`src/rtl/voice_slot_scheduler.sv`:
```
// voice_slot_scheduler
//   Derives the synth sample-rate strobe from the 50 MHz system clock with a
//   programmable divider. On every accepted strobe it walks the shared voice
//   datapath through NUM_VOICES slots using a valid/ready handshake. A strobe
//   that arrives before the previous frame has finished is dropped and flagged
//   with a sticky overrun.
//
// Ports
//   i_clk50mhz    system clock, all logic on rising edge
//   i_rst_n       asynchronous active-low reset
//   i_enable      1 = divider runs, 0 = divider held at zero
//   i_div         new divisor value (period = divisor + 1 clocks)
//   i_div_load    strobe: capture i_div into the shadow register
//   i_ovr_clr     strobe: clear o_overrun
//   i_slot_ready  datapath accepts the current slot
//   o_sample_tick 1-cycle pulse per sample period
//   o_slot_valid  slot request to the datapath
//   o_slot_idx    voice index of the current request
//   o_frame_done  1-cycle pulse after the last slot is accepted
//   o_busy        frame in progress
//   o_overrun     sticky: strobe arrived while a frame was in progress
module voice_slot_scheduler #(
    parameter int DIV_W       = 16,
    parameter int DIV_DEFAULT = 1133,
    parameter int NUM_VOICES  = 8,
    parameter int VOICE_W     = 3
) (
    input  logic               i_clk50mhz,
    input  logic               i_rst_n,
    input  logic               i_enable,
    input  logic [DIV_W-1:0]   i_div,
    input  logic               i_div_load,
    input  logic               i_ovr_clr,
    input  logic               i_slot_ready,
    output logic               o_sample_tick,
    output logic               o_slot_valid,
    output logic [VOICE_W-1:0] o_slot_idx,
    output logic               o_frame_done,
    output logic               o_busy,
    output logic               o_overrun
);

    localparam logic [DIV_W-1:0]   DIV_RST  = DIV_W'(DIV_DEFAULT);
    localparam logic [VOICE_W-1:0] LAST_IDX = VOICE_W'(NUM_VOICES - 1);

    typedef enum logic [1:0] {
        IDLE  = 2'd0,
        ISSUE = 2'd1,
        DONE  = 2'd2
    } state_t;

    state_t             state_q, state_d;
    logic [VOICE_W-1:0] idx_q, idx_d;
    logic [DIV_W-1:0]   cnt_q;
    logic [DIV_W-1:0]   div_act_q;
    logic [DIV_W-1:0]   div_shadow_q;
    logic               overrun_q;
    logic               wrap;

    // Gated by reset so the strobe stays low while held in reset even for a
    // zero default divisor.
    assign wrap = i_rst_n && i_enable && (cnt_q == div_act_q);

    // Divider. The shadow only reaches the active divisor on a wrap, so a
    // reload never shortens the period in progress. A load coinciding with a
    // wrap lands in the shadow after the wrap has already copied the old one.
    always_ff @(posedge i_clk50mhz or negedge i_rst_n) begin
        if (!i_rst_n) begin
            cnt_q        <= '0;
            div_act_q    <= DIV_RST;
            div_shadow_q <= DIV_RST;
        end else begin
            if (i_div_load) begin
                div_shadow_q <= i_div;
            end
            if (!i_enable) begin
                cnt_q <= '0;
            end else if (wrap) begin
                cnt_q     <= '0;
                div_act_q <= div_shadow_q;
            end else begin
                cnt_q <= cnt_q + 1'b1;
            end
        end
    end

    always_ff @(posedge i_clk50mhz or negedge i_rst_n) begin
        if (!i_rst_n) begin
            state_q <= IDLE;
            idx_q   <= '0;
        end else begin
            state_q <= state_d;
            idx_q   <= idx_d;
        end
    end

    always_comb begin
        state_d = state_q;
        idx_d   = idx_q;
        case (state_q)
            IDLE: begin
                if (wrap) begin
                    state_d = ISSUE;
                    idx_d   = '0;
                end
            end
            ISSUE: begin
                // Without ready, valid and idx simply hold.
                if (i_slot_ready) begin
                    if (idx_q == LAST_IDX) begin
                        state_d = DONE;
                    end else begin
                        idx_d = idx_q + 1'b1;
                    end
                end
            end
            DONE: begin
                state_d = IDLE;
                idx_d   = '0;
            end
            default: begin
                state_d = IDLE;
                idx_d   = '0;
            end
        endcase
    end

    // A strobe outside IDLE is dropped by the FSM; record it here. Set has
    // priority over a simultaneous clear.
    always_ff @(posedge i_clk50mhz or negedge i_rst_n) begin
        if (!i_rst_n) begin
            overrun_q <= 1'b0;
        end else if (wrap && (state_q != IDLE)) begin
            overrun_q <= 1'b1;
        end else if (i_ovr_clr) begin
            overrun_q <= 1'b0;
        end
    end

    assign o_sample_tick = wrap;
    assign o_slot_valid  = (state_q == ISSUE);
    assign o_slot_idx    = idx_q;
    assign o_frame_done  = (state_q == DONE);
    assign o_busy        = (state_q != IDLE);
    assign o_overrun     = overrun_q;

endmodule

```
`config.mk`:
```
export PLATFORM = sky130hd
export DESIGN_NAME = voice_slot_scheduler
export DESIGN_NICKNAME = d
export VERILOG_FILES = /design/src/rtl/voice_slot_scheduler.sv
export SDC_FILE = /design/constraint.sdc
export NUM_CORES = 1
export LEC_CHECK = 0
export CORE_ASPECT_RATIO = 0.6
export CORE_MARGIN = 3
export CORE_UTILIZATION = 62
export CTS_CLUSTER_DIAMETER = 30
export DETAILED_ROUTE_END_ITERATION = 10
export DONT_BUFFER_PORTS = 1
export GPL_TIMING_DRIVEN = 0
export PLACE_DENSITY = 0.86
export SLEW_MARGIN = 20
export SYNTH_ARGS = -nofsm -noshare
export SYNTH_HDL_FRONTEND = slang
export SYNTH_SLANG_ARGS = --single-unit
```
`constraint.sdc`:
```
create_clock -name i_clk50mhz -period 2.7 [get_ports i_clk50mhz]
set_input_delay 0.405 -clock i_clk50mhz [delete_from_list [all_inputs] [get_ports i_clk50mhz]]
set_output_delay 0.405 -clock i_clk50mhz [all_outputs]
set_load 0.01 [all_outputs]
```
## After elaboration in Yosys (flattened, before gate mapping)

Cells that the tools add are included.

- Add/subtract/negate cells: 2
- Eq/ne operators: 8
- Multiplexer cells: 12
- Reductions and logical operators: 9

Operators by type and width:

| cell | count |
|---|---|
| two-way mux 16 bit | 2 |
| adder 16 x 1 -> 16 bit (second input constant) | 1 |
| == test 16 bit | 1 |
| two-way mux 3 bit | 3 |
| two-way mux 2 bit | 3 |
| inequality test 2 bit (second input constant) | 3 |
| case mux 3 bit (2 select lines) | 1 |
| AND reduction 3 bit | 2 |
| case mux 2 bit (2 select lines) | 1 |
| nonzero test 2 bit | 2 |
| adder 3 x 1 -> 3 bit (second input constant) | 1 |
| == test 3 bit (second input constant) | 1 |
| logical AND 1 bit | 3 |
| == test 2 x 1 -> 1 bit (second input constant) | 1 |
| == test 2 bit (second input constant) | 1 |
| logical NOT 2 bit | 1 |
| two-way mux 1 bit | 2 |
| inequality test 2 x 1 -> 1 bit (second input constant) | 1 |
| AND reduction 2 bit | 1 |

- Register bits after elaboration: 54
- Input port bits: 22
- Output and inout port bits: 8
- Logic and storage cells: 37

## Logic depth before layout (Yosys ltp)

Gate-level depths: netlist of the first run.

- Depth after elaboration: 4
- Gate-level depth with buffers: 7
- Depth with buffers taken out: 6

## Least setup slack after synthesis of the first run

No wires, ideal clock.

- Path type: reg-to-reg
- From: register div_act_q[10]
- To: register div_act_q[11]
- Library setup time: 0.125 ns
- Arrival time: 1.956 ns
- Required time: 2.575 ns
- Slack: 0.619 ns
- Stages on the path, launching flop included: 7
- Path buffers: 1
- Clock period less this slack: 2.081 ns
- Path through: dfstp_2 xor2_1 nor4_2 nand4_2 nor3_4 buf_8 mux2_4

- Cells in the longest elaborated chain, start to end: 3

Ends and longest elaborated chain:

| element | RTL line | RTL |
|---|---|---|
| from (decl) | 55 | `logic [DIV_W-1:0] div_act_q;` |
| from (signal assigned) | 80 | `div_act_q <= div_shadow_q;` |
| == test 16 bit | 62 | `assign wrap = i_rst_n && i_enable && (cnt_q == div_act_q);` |
| logical AND 1 bit | 62 |  |
| AND reduction 2 bit (no source line) | -- |  |

Every way passes these cells.
A chain may end at the register's enable or synchronous reset.

## Worst setup path after layout of the first run

Same ends and word-level chain as after synthesis.

==> flow_summary.json, run 1 <==
{
  "crit_slowest_cell": "dfstp_2",
  "fin_skew_ps": 5.26,
  "r2r_slack_ps": 310,
  "grt_pass1_wl_um": 7860,
  "rsz0062_at_grt": "false",
  "pwr-share-seq_pct": 54.0,
  "grt_max_degree": 55,
  "switching_share_pct": 31.3,
  "p_comb_share_pct": 24.4,
  "synth_area_mm2": 0.00253,
  "die_height_um": 55.5,
  "final.setup.tns_ps": 0,
  "die_w_um": 88.5,
  "dr.pass1.iters": 4,
  "ir_drop_mv": 0.490,
  "status": "finished, final reports clean",
  "cts_setup_buffers": 0,
  "viasPerCell": 5.98,
  "yosysSeqAreaShare_pct": 54.0,
  "hold_viol": 0,
  "synthDistinctLibCells": 33,
  "max_freq_mhz": 418,
  "final_core_util_pct": 71.9,
  "synthFlopType": "dfrtp_1",
  "cts_buffers": 5,
  "whs_path_depth": 1,
  "core_mm2": 0.00379,
  "hold_path.class": "in2reg",
  "synth.area.mux_share_pct": 16.2,
  "dpl_worst_slack_ps": 330,
  "ioPinCount": 30,
  "antenna_found_initial": 0,
  "clk_pin_slew_ps": 100,
  "drtAntennaViolNets": 0,
  "end_kind": "register",
  "start_util_pct": 66.9,
  "yosys.area_share.adder_pct": 1.48,
  "diodes": 0,
  "synth_edf_count": 0,
  "root_buffer": "clkbuf_8",
  "tritoncts": "built",
  "io_buffers": 0,
  "grt_pass1_vias": 1570,
  "p_int_w": 0.00146,
  "instances_no_fill": 255,
  "maxCapViolCount": 0,
  "drcViolationCount": 0,
  "dp_hpwl_um": 3510,
  "drive_gt1_share_pct": 30.3,
  "path_class": "reg2reg",
  "setup_ws_ps": 305,
  "grt_overflow_total": 0,
  "grt_util_all_layers_pct": 21.1,
  "nets": 232,
  "clock_latency_ps": 310,
  "leakagePower_nw": 1.29,
  "ys_ff_latch": 54,
  "p_per_area_mw_per_mm2": 783,
  "synth_area_leader_cell": "dfrtp_1",
  "finalCritPeriodShare_pct": 88.7,
  "num_vias": 1526,
  "syn_area_per_cell_um2": 12.8,
  "synth_top_family_by_area": "multiplexers",
  "slew_viol_final": 0,
  "wl_per_cell_um": 18.5,
  "period_needed_ps": 2390,
  "synth-xor-area-share_pct": 10.4,
  "routed_wl_um": 4730,
  "max_stage_delay_ps": 560,
  "synthArstFlopShare_pct": 100,
  "path_max_fanout": 10,
  "htree_levels": 2,
  "synth_cells": 198,
  "syn_to_final_growth_pct": 7.51,
  "crit_chain": "xor2_1 > nor4_2 > nand4_2 > nor3_4 > buf_8 > mux2_4",
  "ys.warnings.count": 0,
  "p_clk_share_pct": 21.6,
  "synth_nets": 223,
  "slew-limit-headroom_pct": 62.7,
  "critPathLaunchType": "register",
  "synth-simple-area-share_pct": 14.0,
  "synth-compound-area-share_pct": 1.88,
  "cp.required_ps": 2910,
  "reg2reg_depth": 6,
  "rows": 17,
  "p_switching_w": 0.000666,
  "finalSetupViolCount": 0,
  "crit_arrival_ps": 2600,
  "die-area_mm2": 0.00491,
  "drt_iter0_drc": 152,
  "worst_pin_slew_ps": 560,
  "place_congestion": 0.834,
  "clock_path_buffers": 2,
  "ys_top_cells_by_area": "dfrtp_1 (42%), dfstp_2 (12%), mux2_2 (12%)",
  "netlist.area_leader.share_pct": 41.5,
  "dpl.cell_count": 245,
  "cts_sinks": 54
}
==> per-layer routing <==
layer  vias to the layer above  track usage, %  share of wire (%)
met5                         -               0                  0
met4                         0            7.33                1.5
met3                         8            5.07                5.7
met2                        41            32.1                 48
met1                       771            29.7                 45
li1                        706               -                  -
==> path summary, 6_finish.rpt <==
kind / start / endpoint
setup / recovery: div_act_q[10]$_DFFE_PN1P_ / div_act_q[11]$_DFFE_PN0P_
hold / removal: i_ovr_clr / o_overrun$_DFFE_PN0P_
setup reg to reg: div_act_q[10]$_DFFE_PN1P_ / div_act_q[11]$_DFFE_PN0P_
hold reg to reg: state_q[1]$_DFFE_PN0P_ / o_slot_idx[1]$_DFFE_PN0P_
max in group asynchronous: i_rst_n / div_act_q[10]$_DFFE_PN1P_
min in group asynchronous: i_rst_n / o_slot_idx[1]$_DFFE_PN0P_
==> power groups by stage <==
| stage | Sequential (W) | Clock, W | Combinational [W] |
|---|---|---|---|
| 2_1_floorplan | 0.00113 | 0 | 0.000411 |
| 3_3_place_gp | 0.00116 | 0 | 0.000464 |
| 3_5_place_dp | 0.00117 | 0 | 0.000497 |
| 4_1_cts | 0.00115 | 0.000472 | 0.000519 |
| 5_1_grt | 0.00117 | 0.000509 | 0.000563 |
| 6_report | 0.00115 | 0.000461 | 0.000519 |
==> placed cells by master, fill, tap and decap left out, drive strengths merged, types with 3 or more instances in the layout <==
cell type	instances
buf	3
nand2	10
nand3	8
ha	3
xnor2	11
nand4	5
dfstp	12
xor2	19
nor3b	3
dfrtp	42
and3	16
mux2	34
nor3	3
inv	5
clkbuf	10
nor4	3
nor2	4
==> critical path: cells and delay by family, from the launching register on <==
kind,cells,cell delay [ps]
and+or+nand+nor,3,1110
DFF,1,560
muxes,1,310
buffers and inverters,1,230
xor gates and xnor gates,1,80
==> cells by family (layout without fill, tap and decap cells) <==
family          count (synthesis)  in the layout
compound gates                  7              7
buf+inv                        11             21
mux                            34             34
simple gates                   59             59
fa+ha+maj                       3              3
xor+xnor                       30             30
flops                          54             54
==> registers in the layout, indices dropped and copies added, names as in the netlist <==
signal / cells
div_act_q: 16
state_q: 2
cnt_q: 16
o_overrun: 1
div_shadow_q: 16
o_slot_idx: 3
==> stage by stage <==
step	power, W	hold slack [ps]	area, um^2
after global placement	0.00162	111	2590
after CTS	0.00214	189	2720
after floorplan	0.00154	109	2530
final	0.00213	195	2720
after detailed placement	0.00166	110	2590
after global routing	0.00225	199	2720
==> cells in the mapped netlist (2+ instances only) <==
cell type and n:
nor2b_1 2, o311ai_0 2, ha_1 3, nor3_1 2
dfstp_2 12, nand4_1 4, nand3_1 8, a21oi_1 2
mux2_2 27, inv_1 4, and3_1 15, xnor2_1 11
nor4_1 2, mux2_4 7, nand2b_1 2, nor2_1 4
nand2_1 10, xor2_1 19, nor3b_1 3, clkbuf_1 5
dfrtp_1 42
==> area by class of cell <==
cell class                      instances  area [um^2]
Buffer                                  7         38.8
Clock buffer                            5         68.8
Clock inverter                          3         25.0
Fill cell                             243         1060
Inverter                                4         15.0
Multi-Input combinational cell        133         1110
Sequential cell                        54         1370
Tap cell                               47         58.8
Timing Repair Buffer                    2         37.5
==> repair_timing <==
item | CTS | global route
hold buffers | 2 | 0
resized for setup | 0 | 0
hold endpoints to repair | 54 | 0
(Power assumes the default switching activity.)
==> run 2, diff against run 1 <==
--- a/config.mk
+++ b/config.mk
@@ -5,7 +5,8 @@
 export SDC_FILE = /design/constraint.sdc
 export NUM_CORES = 1
 export LEC_CHECK = 0
-export CORE_ASPECT_RATIO = 0.6
+export CAP_MARGIN = 20
+export CORE_ASPECT_RATIO = 1.4
 export CORE_MARGIN = 3
 export CORE_UTILIZATION = 62
 export CTS_CLUSTER_DIAMETER = 30
==> run 2 against run 1 <==
  * Highest routed layer unchanged
  * Largest cell class unchanged
  * Clock power shrank 3%
  * Clock-buffer cell count grew 1
  * Fmax fell by 2.3%
==> flow_summary.json, run 2 (synthesis results as in run 1) <==
{
  "status": "finished, final reports clean",
  "io_buffers": 0,
  "die-area_mm2": 0.00490,
  "grt_pass1_wl_um": 7670,
  "grt_util_all_layers_pct": 21.4,
  "path_class": "reg2reg",
  "final.setup.tns_ps": 0,
  "timing.rr.start": "div_act_q[10]$_DFFE_PN1P_",
  "nets": 232,
  "rows": 26,
  "final_common_cell": "dfrtp_1",
  "wl_per_cell_um": 18.6,
  "drt_iter0_drc": 49,
  "worstHoldStart": "i_ovr_clr",
  "leakagePower_nw": 1.29,
  "period_needed_ps": 2450,
  "r2r-end": "div_act_q[13]$_DFFE_PN0P_",
  "grt_max_degree": 55,
  "clock_latency_ps": 300,
  "path_max_fanout": 10,
  "drcViolationCount": 0,
  "crit_arrival_ps": 2650,
  "maxCapViolCount": 0,
  "hold_viol": 0,
  "ir_drop_mv": 0.597,
  "end_kind": "register",
  "reg_top3": "cnt_q (16), div_act_q (16), div_shadow_q (16)",
  "ioPinCount": 30,
  "start_util_pct": 67.1,
  "worst_pin_slew_ps": 548,
  "tritoncts": "built",
  "drtAntennaViolNets": 0,
  "drive_gt1_share_pct": 29.8,
  "root_buffer": "clkbuf_8",
  "finalCritPeriodShare_pct": 90.8,
  "die_height_um": 81.6,
  "syn_to_final_growth_pct": 7.12,
  "fin_skew_ps": 8.42,
  "whs_path_depth": 1,
  "routed_wl_um": 4640,
  "place_congestion": 0.901,
  "num_vias": 1523,
  "cts_sinks": 54,
  "diodes": 0,
  "dpl_worst_slack_ps": 287,
  "antenna_found_initial": 0,
  "reg2reg_depth": 6,
  "cp.required_ps": 2900,
  "max_freq_mhz": 408,
  "slew-limit-headroom_pct": 63.4,
  "mostFrequentLayoutCells": "dfrtp_1 (42), mux2_2 (27), xor2_1 (19)",
  "finalSetupViolCount": 0,
  "dr.pass1.iters": 4,
  "slew_viol_final": 0,
  "critPathLaunchType": "register",
  "cts_buffers": 5,
  "hold_end": "o_overrun$_DFFE_PN0P_",
  "r2r_slack_ps": 250,
  "grt_overflow_total": 0,
  "cts_setup_buffers": 0,
  "viasPerCell": 6.09,
  "clk_pin_slew_ps": 100,
  "hold_path.class": "in2reg",
  "die_w_um": 60,
  "dp_hpwl_um": 3500,
  "clock_path_buffers": 2,
  "p_per_area_mw_per_mm2": 780,
  "setup_ws_ps": 249,
  "rsz0062_at_grt": "false",
  "htree_levels": 2,
  "core_mm2": 0.00377,
  "grt_pass1_vias": 1630
}
-- run 2: how the worst max path moves through the flow --
stage,startpoint,endpoint,depth (start not counted)
floorplan,div_act_q[10]$_DFFE_PN1P_,div_act_q[11]$_DFFE_PN0P_,6
global placement,div_act_q[10]$_DFFE_PN1P_,div_act_q[11]$_DFFE_PN0P_,6
detailed placement,div_act_q[10]$_DFFE_PN1P_,div_act_q[13]$_DFFE_PN0P_,6
CTS,div_act_q[10]$_DFFE_PN1P_,div_act_q[13]$_DFFE_PN0P_,6
global route,div_act_q[10]$_DFFE_PN1P_,div_act_q[13]$_DFFE_PN0P_,6
finish,div_act_q[10]$_DFFE_PN1P_,div_act_q[13]$_DFFE_PN0P_,6
-- run 2: critical path, stage by stage (launching register included) --
cell and delay [ps]:
dfstp_2 560, xor2_1 80, nor4_2 400, nand4_2 240, nor3_4 530, buf_8 220, mux2_4 310
-- run 2: through the flow --
stage	hold WS (ps)	std cells	instance area, um^2	util, %	total power, W
floorplan	109	198	2530	-	0.00154
global placement	111	240	2580	68.5	0.00161
detailed placement	111	240	2580	68.5	0.00167
CTS	203	250	2710	71.9	0.00214
global route	187	250	2710	71.9	0.00223
finish	208	250	2710	71.9	0.00211
-- run 2: area by class of cell --
cell class	instances	area, um^2
Tap cell	42	52.6
Inverter	4	15.0
Buffer	7	38.8
Sequential cell	54	1370
Multi-Input combinational cell	133	1110
Clock buffer	6	72.6
Clock inverter	2	17.5
Timing Repair Buffer	2	37.5
Fill cell	272	1060
-- run 2: power by group --
group          total (W)  internal (W)  switching, W
logic           0.000510      0.000271      0.000239
clock network   0.000449      0.000190      0.000259
registers        0.00116       0.00101      0.000151
-- run 2: per-layer routing --
metal | GRT usage [%] | vias up | wire length, um | share of wire (%)
met1 | 23.6 | 773 | 1770 | 38
met5 | 0 | - | 0 | 0
met2 | 39.0 | 32 | 2570 | 55
met4 | 8.87 | 0 | 123 | 2.7
li1 | - | 709 | - | -
met3 | 4.09 | 9 | 168 | 3.6
-- run 2: repair_timing --
action	4_1_cts	5_1_grt
resized for setup	0	0
hold buffers	2	0
hold endpoints to repair	54	0
==> run 3, diff against run 2 <==
--- a/config.mk
+++ b/config.mk
@@ -5,15 +5,16 @@
 export SDC_FILE = /design/constraint.sdc
 export NUM_CORES = 1
 export LEC_CHECK = 0
+export ABC_AREA = 1
 export CAP_MARGIN = 20
 export CORE_ASPECT_RATIO = 1.4
 export CORE_MARGIN = 3
-export CORE_UTILIZATION = 62
+export CORE_UTILIZATION = 63
 export CTS_CLUSTER_DIAMETER = 30
 export DETAILED_ROUTE_END_ITERATION = 10
 export DONT_BUFFER_PORTS = 1
 export GPL_TIMING_DRIVEN = 0
-export PLACE_DENSITY = 0.86
+export PLACE_DENSITY = 0.87
 export SLEW_MARGIN = 20
 export SYNTH_ARGS = -nofsm -noshare
 export SYNTH_HDL_FRONTEND = slang
==> run 3 against run 2 <==
  * Cell area up 13%
  * Sequential cell count unchanged
  * Final cell count is 52% higher
  * Worst hold slack worse by 3.9 ps
  * Highest routed layer unchanged
==> flow_summary.json, run 3 <==
{
  "tritoncts": "built",
  "die_w_um": 62.6,
  "mostFrequentLayoutCells": "nand2_1 (58), dfrtp_1 (42), inv_1 (40)",
  "pwr-share-seq_pct": 54.7,
  "start_util_pct": 66.2,
  "hold_path.class": "in2reg",
  "drtAntennaViolNets": 0,
  "clock_latency_ps": 300,
  "synth_edf_count": 0,
  "cp.required_ps": 2300,
  "worst_pin_slew_ps": 472,
  "synth_area_leader_cell": "dfrtp_1",
  "synth_top_cells_by_count": "nand2_1 (58), dfrtp_1 (42), inv_1 (40), nor2_1 (36), nor2_2 (17)",
  "p_comb_share_pct": 13.5,
  "path_max_fanout": 2,
  "finalCritPeriodShare_pct": 81.3,
  "grt_pass1_vias": 2131,
  "synth_nets": 336,
  "fin_skew_ps": 8.19,
  "multi_input_area_mm2": 0.00122,
  "synthFlopType": "dfrtp_1",
  "viasPerCell": 5.38,
  "die_height_um": 85.3,
  "grt_overflow_total": 0,
  "die-area_mm2": 0.00534,
  "crit_arrival_ps": 1790,
  "yosysSeqAreaShare_pct": 48.3,
  "p_int_w": 0.00123,
  "status": "finished, final reports clean",
  "grt_util_all_layers_pct": 23.1,
  "hold_viol": 0,
  "slew-limit-headroom_pct": 68.2,
  "fill_cells": 293,
  "wl_per_cell_um": 14.9,
  "end_kind": "output port",
  "ioPinCount": 30,
  "core_mm2": 0.00427,
  "maxCapViolCount": 0,
  "ys_ff_latch": 54,
  "netlist.area_leader.share_pct": 37.2,
  "hold_slack_ps": 204,
  "p_per_area_mw_per_mm2": 552,
  "grt_max_degree": 55,
  "final_common_cell": "nand2_1",
  "p_clk_share_pct": 31.7,
  "switching_share_pct": 26.9,
  "slew_viol_final": 0,
  "synth_area_mm2": 0.00283,
  "ys.warnings.count": 0,
  "drive_gt1_share_pct": 28.3,
  "cts_buffers": 5,
  "htree_levels": 2,
  "root_buffer": "clkbuf_8",
  "place_congestion": 0.930,
  "synthArstFlopShare_pct": 100,
  "critPathLaunchType": "register",
  "num_vias": 2050,
  "synthDistinctLibCells": 30,
  "clk_pin_slew_ps": 90,
  "p_switching_w": 0.000452,
  "final.setup.tns_ps": 0,
  "cts_sinks": 54,
  "ys_top_cells_by_area": "dfrtp_1 (37%), dfstp_2 (11%), nand2_1 (7.7%)",
  "leakagePower_nw": 1.44,
  "nets": 345,
  "drcViolationCount": 0,
  "ir_drop_mv": 0.483,
  "path_class": "reg2out",
  "dr.pass1.iters": 4,
  "syn_to_final_growth_pct": 7.88,
  "antenna_found_initial": 0,
  "period_needed_ps": 2190,
  "synth.most_common_cell": "nand2_1",
  "routed_wl_um": 5690,
  "clock_path_buffers": 2,
  "rows": 28,
  "rsz0062_at_grt": "false",
  "max_freq_mhz": 456,
  "io_buffers": 0,
  "syn_area_per_cell_um2": 9.09,
  "reg_top3": "cnt_q (16), div_act_q (16), div_shadow_q (16)",
  "grt_pass1_wl_um": 9670,
  "diodes": 0,
  "cts_setup_buffers": 0,
  "finalSetupViolCount": 0,
  "synth_cells": 311,
  "drt_iter0_drc": 113,
  "ff_latch_area_mm2": 0.00137,
  "dp_hpwl_um": 4090
}
[run 3: path summary, 6_finish.rpt]
path	from	to	slack, ps	cells after the start
worst min register to register	div_act_q[10]$_DFFE_PN1P_	div_act_q[10]$_DFFE_PN1P_	490	2
worst max-delay path	div_act_q[6]$_DFFE_PN1P_	o_sample_tick	510	7
worst min-delay path	i_ovr_clr	o_overrun$_DFFE_PN0P_	200	1
max in group asynchronous	i_rst_n	div_act_q[10]$_DFFE_PN1P_	1790	2
worst max register to register	cnt_q[10]$_DFF_PN0_	o_slot_idx[1]$_DFFE_PN0P_	880	8
min in group asynchronous	i_rst_n	cnt_q[9]$_DFF_PN0_	600	2
[run 3: metrics by stage]
stage	total power, W	area [um^2]	utilization (%)	instances	worst slack (ps)
2_1_floorplan	0.00110	2830	-	311	1150
3_3_place_gp	0.00113	2900	67.9	371	900
3_5_place_dp	0.00115	2900	67.9	371	857
4_1_cts	0.00170	3050	71.4	381	518
5_1_grt	0.00177	3050	71.4	381	410
6_report	0.00168	3050	71.4	381	506
[run 3: worst max-delay path, stage by stage, from the launching register on]
cell and delay, ps:
dfstp_2 550, inv_1 60, nand2_1 70, nand2_2 60
nor2_1 110, nand4_1 100, nor3_1 260, and3_1 270
[run 3: layout make-up]
class | count | area share, %
flip-flops and latches | 54 | 44.8
multi-input cells | 204 | 40.1
inverters | 45 | 5.54
well taps | 60 | 2.46
clock buffers | 6 | 2.38
plain buffers | 8 | 2.30
clock inverters | 2 | 1.23
repair buffers | 2 | 1.23
[run 3: cell families after synthesis]
| logic type | count (synthesis) | synth area share (%) |
|---|---|---|
| xor gates and xnor gates | 14 | 4.60 |
| DFF | 54 | 48.3 |
| adders and majority gates | 3 | 1.33 |
| buffers and inverters | 53 | 8.45 |
| muxes | 16 | 6.37 |
| AOI/OAI and AO/OA | 22 | 6.37 |
| and+or+nand+nor | 149 | 24.6 |
[run 3: what timing repair did]
item | 4_1_cts | 5_1_grt
hold buffers | 2 | 0
endpoints found under the hold margin | 54 | 0
endpoints found under the setup margin | 0 | 0
gates resized for setup | 0 | 0
[run 3: metal layers]
layer | vias to the layer above | global-route usage, % | share of wire (%)
met3 | 15 | 5.70 | 5.4
met2 | 68 | 42.6 | 54
met5 | - | 0 | 0
li1 | 992 | - | -
met4 | 0 | 9.44 | 3.1
met1 | 975 | 25.0 | 37
[run 3: power groups by stage]
stage,clock [W],sequential (W),combinational (W)
6_report,0.000534,0.000921,0.000228
4_1_cts,0.000543,0.000922,0.000232
3_5_place_dp,0,0.000937,0.000210
5_1_grt,0.000582,0.000928,0.000256
2_1_floorplan,0,0.000925,0.000177
3_3_place_gp,0,0.000934,0.000197
